`config.mk`:
```
export PLATFORM = sky130hd
export DESIGN_NAME = mux_nx1_rr
export DESIGN_NICKNAME = d
export VERILOG_FILES = /design/src/rtl/mux_nx1_rr.sv
export SDC_FILE = /design/constraint.sdc
export NUM_CORES = 1
export LEC_CHECK = 0
export BUFFER_PORTS_ARGS = -buffer_cell sky130_fd_sc_hd__buf_4
export CORE_AREA = 2 2 39 41
export DETAILED_ROUTE_END_ITERATION = 12
export DIE_AREA = 0 0 41 43
export HOLD_SLACK_MARGIN = 0.08
export PLACE_DENSITY = 0.75
export SYNTH_ARGS = -nofsm -noshare
export SYNTH_HDL_FRONTEND = slang
export SYNTH_SLANG_ARGS = --single-unit
```
`constraint.sdc`:
```
create_clock -name clk -period 2.05 [get_ports clk]
set_input_delay 0.41 -clock clk [delete_from_list [all_inputs] [get_ports clk]]
set_output_delay 0.41 -clock clk [all_outputs]
set_load 0.02 [all_outputs]
```
`src/rtl/mux_nx1_rr.sv`:
```
// rtl/mux_nx1_rr.sv - N-input W-bit registered mux with direct or round-robin channel selection
module mux_nx1_rr #(
    parameter int N    = 4,
    parameter int W    = 1,
    parameter int SELW = $clog2(N)
) (
    input  logic            clk,
    input  logic            rst_n,
    input  logic            mode,
    input  logic [SELW-1:0] sel,
    input  logic [N*W-1:0]  in_data,
    input  logic [N-1:0]    in_valid,
    output logic [N-1:0]    in_ready,
    output logic [W-1:0]    out_data,
    output logic            out_valid,
    input  logic            out_ready,
    output logic [SELW-1:0] out_sel
);

    logic            load_en;
    logic [SELW-1:0] ptr;
    logic [SELW-1:0] grant;
    logic            cand;
    logic            grant_valid;
    logic [W-1:0]    grant_data;
    logic            accept;

    assign load_en = !out_valid || out_ready;
    assign accept  = load_en && grant_valid;

    // cand: a legal channel is selected (ready may be offered even if it is not valid in mode 0)
    always_comb begin
        int idx;
        idx         = 0;
        grant       = '0;
        cand        = 1'b0;
        grant_valid = 1'b0;
        if (!mode) begin
            grant = sel;
            cand  = int'(sel) < N;
            for (int k = 0; k < N; k++) begin
                if (k == int'(sel)) grant_valid = in_valid[k];
            end
        end else begin
            for (int i = 0; i < N; i++) begin
                idx = int'(ptr) + i;
                if (idx >= N) idx = idx - N;
                if (!cand && in_valid[idx]) begin
                    grant       = SELW'(idx);
                    cand        = 1'b1;
                    grant_valid = 1'b1;
                end
            end
        end
    end

    always_comb begin
        grant_data = '0;
        in_ready   = '0;
        for (int k = 0; k < N; k++) begin
            if (k == int'(grant)) begin
                grant_data  = in_data[k*W +: W];
                in_ready[k] = rst_n && load_en && cand;
            end
        end
    end

    always_ff @(posedge clk or negedge rst_n) begin
        if (!rst_n) begin
            out_valid <= 1'b0;
            out_data  <= '0;
            out_sel   <= '0;
            ptr       <= '0;
        end else if (load_en) begin
            if (accept) begin
                out_valid <= 1'b1;
                out_data  <= grant_data;
                out_sel   <= grant;
                // the pointer only advances on round-robin accepts
                if (mode) ptr <= (int'(grant) == N - 1) ? '0 : grant + SELW'(1);
            end else begin
                out_valid <= 1'b0;
            end
        end
    end

endmodule

```
After elaboration in Yosys (flattened, before gate mapping)
Index checks and enable logic that the tools add are counted.
{ "totals": {"reg_bits": 6, "latch_bits": 0, "ram_bits": 0, "output_inout_bits": 8, "input_bits": 14, "mem_bits_ro": 0, "mem_count": 0} }
{ "classes": {"shifts": 0, "n_mul": 0, "n_reduce_logical": 15, "add_sub_neg": 8, "muxes": 51, "n_div": 0, "eq_ne": 7, "magnitude_cmp": 8, "bitwise_logic": 0} }
{ "ops": {"columns": ["cell", "n"], "rows": [
  ["$mux W32", 8],
  ["$lt A32 B4 Y1 const B", 4],
  ["$mux W1", 33],
  ["$mux W2", 6],
  ["$sub A3 B3 Y4 const B", 3],
  ["$ge A3 B3 Y1 const B", 3],
  ["$bmux W1 S2", 4],
  ["$eq A2 B2 Y1 const A", 4],
  ["$add A2 B2 Y3 const B", 2],
  ["$logic_and A1 B1 Y1", 6],
  ["$eq A1 B2 Y1 const A", 2],
  ["$logic_not A1 Y1", 4],
  ["$logic_not A2 Y1", 2],
  ["$sub A2 B3 Y4 const B", 1],
  ["$add A2 B1 Y3 const B", 1],
  ["$ge A2 B3 Y1 const B", 1],
  ["$reduce_and A3 Y1", 1],
  ["$add A2 B1 Y2 const B", 1],
  ["$eq A2 B1 Y1 const B", 1],
  ["$reduce_and A2 Y1", 1],
  ["$logic_or A1 B1 Y1", 1]
]} }

Logic depth before layout (Yosys ltp)
{ "depth": {"ltp_word": 25, "ltp_mapped": 9, "ltp_nobuf": 9} }

Worst setup path before layout
OpenSTA, ideal clock, no wires.
{ "synth_timing": {"path_kind": "input -> register", "from": "in in_valid[2]", "to": "reg out_data", "arrival_ns": 2.110, "path_stages": 9, "required_time_ns": 1.922, "n_path_buf": 0, "path_slack_ns": -0.188, "setup_ns": 0.128, "path_cell_list": "or2b_1 -> a21oi_1 -> o41ai_1 -> inv_1 -> ha_1 -> a21oi_1 -> o21ai_0 -> a22o_1 -> mux2_1"} }
{ "synth_between": {"elab_chain_cells": 22} }
{ "synth_lines": {"columns": ["element", "line_no", "rtl"], "rows": [
  ["start: declaration", "12", "input logic [N-1:0] in_valid,"],
  ["$bmux W1 S2", "48", "if (!cand && in_valid[idx]) begin"],
  ["$mux W1 (implied by the code) (2 in series)", "48", null],
  ["$mux W1", "48", null],
  ["$mux W1", "38", "if (!mode) begin"],
  ["$logic_not A1 Y1", "48", null],
  ["$logic_and A1 B1 Y1", "48", null],
  ["$mux W1", "48", null],
  ["$mux W1", "38", null],
  ["[4 not listed]", null, null],
  ["$logic_not A1 Y1", "48", null],
  ["$logic_and A1 B1 Y1", "48", null],
  ["$mux W2 *", "48", null],
  ["$mux W2 *", "38", null],
  ["via grant[0]", "22", "logic [SELW-1:0] grant;"],
  ["$logic_not A2 Y1", "61", "if (k == int'(grant)) begin"],
  ["$mux W1 (3 in series)", "61", null],
  ["$mux W1 *", "61", null],
  ["end signal: assignment", "77", "out_data <= grant_data;"],
  ["end: declaration", "14", "output logic [W-1:0] out_data,"]
]} }
Mark *: on every way through the listed nets, which the timed path passes. The rest lies on a longest branch. The select of a mux whose other input is x is not followed.
A chain may end at the register's enable or synchronous reset.

Final worst setup path
{ "layout_timing": {"from": "reg ptr[0]", "to": "out in_ready[2]"} }
{ "layout_between": {"elab_chain_cells": 22} }
{ "layout_lines": {"columns": ["element", "line_no", "rtl"], "rows": [
  ["start: declaration", "21", "logic [SELW-1:0] ptr;"],
  ["start signal: assignment", "80", "if (mode) ptr <= (int'(grant) == N - 1) ? '0 : grant + SELW'(1);"],
  ["$sub A2 B3 Y4 or $ge A2 B3 Y1 (tied branches)", "47", "if (idx >= N) idx = idx - N;"],
  ["$mux W32", "47", null],
  ["$mux W32", "38", null],
  ["$bmux W1 S2", "48", null],
  ["$mux W1 (implied by the code) (2 in series)", "48", null],
  ["$mux W1", "48", null],
  ["$mux W1", "38", null],
  ["$logic_not A1 Y1", "48", null],
  ["[6 not listed]", null, null],
  ["$mux W1", "38", null],
  ["$logic_not A1 Y1", "48", null],
  ["$logic_and A1 B1 Y1", "48", null],
  ["$mux W2 *", "48", null],
  ["$mux W2 *", "38", null],
  ["via grant[1]", "22", null],
  ["$eq A2 B2 Y1 *", "61", null],
  ["$mux W1 *", "61", null],
  ["end: declaration", "13", "output logic [N-1:0] in_ready,"]
]} }
Marked as above.

==> impl_metrics.toml <==
[synth]
syn_nets = 73
ys_warn_count = 0
yosysSeqAreaShare = 0.295
yosysUniqueCellTypes = 24
synth.cell_area_sq_um = 509
synth_seq_cells = 6
avgSynthCellArea_sq_um = 9.26
netlist_instances = 55

[final_layout]
layout_common_cells = "buf_4 (40), nand2_1 (6), dfrtp_1 (6)"
instances_no_fill = 119
syn_to_final_growth_pct = 103
antenna_cells = 0
final_common_cell = "buf_4"
drive_gt1_frac = 0.670
fill_cells = 90
nNetsFinal = 123

[critical_path]
reg2reg_slack_ns = -0.11
r2r_end = "out_data"
reg2regPathDepth = 11
r2r_start = "ptr[0]"
path_class = "reg2out"
start_kind = "flip-flop"
crit_arrival_ns = 1.86
critPathMaxFanout = 3
required_ns = 1.64
endpoint_kind = "output pin"

[sta]
period_share = 1.11
relSlewSlack = 0.753
slew_viol_final = 0
min_period_ns = 2.27
max_freq_ghz = 0.440
rsz0062_at_grt = "yes"
finalSetupViolCount = 5
fin_ws_ns = -0.221
hold_viol = 0
worstMarginPinSlew_ns = 0.369
finClkSkew_ns = 0.00176

[run]
drv_cap = 0

[cts]
cts_tree = "built"
clk_pin_slew_ns = 0.04
clk_path_buf_depth = 2
clkLatencyLatePin_ns = 0.24
htreeDepth = 1
numCtsBuffers = 3
clock_sinks = 6
ctsRootBufferMaster = "clkbuf_4"

[detailed_routing]
via_count = 615
drtPass1Iterations = 4
drc = 0
first_iter_violations = 6
vias_per_cell = 5.17
wirelength_mm = 1.76
post_drt_wl_per_cell_um = 14.8
ant_nets = 0

[floorplan]
start_util = 0.368
placementRows = 14
fp.dieW_um = 41
ios = 22
die-area_sq_um = 1760
die_h_um = 43
core-area_sq_um = 1380

[power_and_ir_drop]
power_uw = 855
p_leak_nw = 0.510
powerDensity_nw_per_um2 = 828
max-vdd-ir-drop_mv = 0.461

[grt]
grt_max_degree = 8
grt_overflow_total = 0
grt_usage = 0.211
antenna_found_initial = 0
grt_pass1_wl_mm = 2.50
grt_pass1_vias = 572

[placement]
gp_congestion = 0.720
io_buffers = 21
dp.cells = 104
dp_hpwl_mm = 1.06

[outcome]
violations = "negative setup slack"
status = "finished with violations"

[min_path]
hold_path.class = "reg2reg"
hold_depth = 1
worstHoldStart = "out_sel[1]"
worstHoldEndpoint = "out_sel[1]"
through the flow:
| stage | setup WS [ns] | TNS, ns | hold WS [ns] | area [sq um] | utilization |
|---|---|---|---|---|---|
| after floorplan | 0.00977 | 0 | 0.114 | 527 | - |
| after CTS | -0.148 | -0.602 | 0.494 | 978 | 0.707 |
| after detailed placement | -0.216 | -0.914 | 0.224 | 795 | 0.574 |
| final | -0.221 | -0.904 | 0.492 | 1030 | 0.746 |
| after global placement | -0.180 | -0.806 | 0.223 | 795 | 0.574 |
| after global routing | -0.282 | -1.31 | 0.511 | 1030 | 0.746 |
logic make-up after synthesis:
| family | count (synthesis) | share of synthesized area |
|---|---|---|
| simple gates | 20 | 0.219 |
| compound gates | 13 | 0.177 |
| buf+inv | 6 | 0.0442 |
| mux | 6 | 0.167 |
| flops | 6 | 0.295 |
| fa+ha+maj | 4 | 0.0983 |
sequential cells by signal (all words and copies together) (netlist names):
| signal | flops |
|---|---|
| out_sel | 2 |
| ptr | 2 |
| out_data | 1 |
| out_valid | 1 |
final cells by class:
type	instances	area, sq um	share of cell area
Timing Repair Buffer	45	355	0.344
Clock buffer	3	22.5	0.0218
Inverter	6	22.5	0.0218
Multi-Input combinational cell	43	462	0.447
Tap cell	16	20.0	0.0194
Sequential cell	6	150	0.145
synthesized netlist by cell type:
cell / count / area share
a21oi_1: 4 / 0.039
nor3_1: 1 / 0.0098
o41ai_1: 1 / 0.017
dfrtp_1: 6 / 0.29
mux4_1: 1 / 0.052
a31oi_1: 1 / 0.012
a21oi_2: 1 / 0.017
o211a_1: 1 / 0.020
nand2_1: 6 / 0.044
nor2_1: 1 / 0.0074
mux2_1: 3 / 0.066
o31ai_1: 2 / 0.029
mux2_2: 1 / 0.022
a21boi_0: 1 / 0.015
o21ai_0: 1 / 0.0098
ha_1: 4 / 0.098
or4_4: 1 / 0.022
and2_1: 4 / 0.049
a22o_1: 1 / 0.017
nand3_1: 2 / 0.020
mux2i_2: 1 / 0.027
inv_1: 6 / 0.044
nand2b_1: 3 / 0.037
or2b_1: 2 / 0.029
power by group:
part	internal, mW	leakage, nW	switching (mW)	total, mW
clock network	0.0660	0.0138	0.0401	0.106
registers	0.161	0.0704	0.0271	0.188
logic	0.310	0.426	0.250	0.561
total	0.537	0.510	0.318	0.855
how the worst max path moves through the flow:
stage	startpoint	end	slack, ns	cells after the start
after global routing	ptr[0]	in_ready[1]	-0.28	7
after detailed placement	in_valid[2]	out_data	-0.22	10
after global placement	in_valid[2]	out_data	-0.18	10
after floorplan	in_valid[2]	out_data	0.01	9
after CTS	ptr[0]	in_ready[0]	-0.15	7
final	ptr[0]	in_ready[2]	-0.22	8
critical path, cell delays in order (launching register included):
cell      delay (ns)
dfrtp_1         0.37
nand2b_4        0.15
buf_4           0.11
a21oi_2         0.05
o31ai_2         0.33
buf_4           0.22
ha_4            0.14
and2_4          0.14
buf_6           0.11
layer usage:
layer | vias up | global-route usage | share of wire
met2 | 22 | 0.369 | 0.55
met1 | 297 | 0.260 | 0.40
met4 | 0 | 0.0600 | 0.014
li1 | 292 | - | -
met5 | - | 0 | 0
met3 | 4 | 0.0157 | 0.038
what timing repair did:
action	CTS	global route
hold buffers	1	0
endpoints found under the setup margin	5	5
pin swaps	8	3
cloned	0	0
endpoints found under the hold margin	6	0
gates resized for setup	21	5
buffers inserted	7	4
Note: power is estimated with default switching activity, not from simulation.
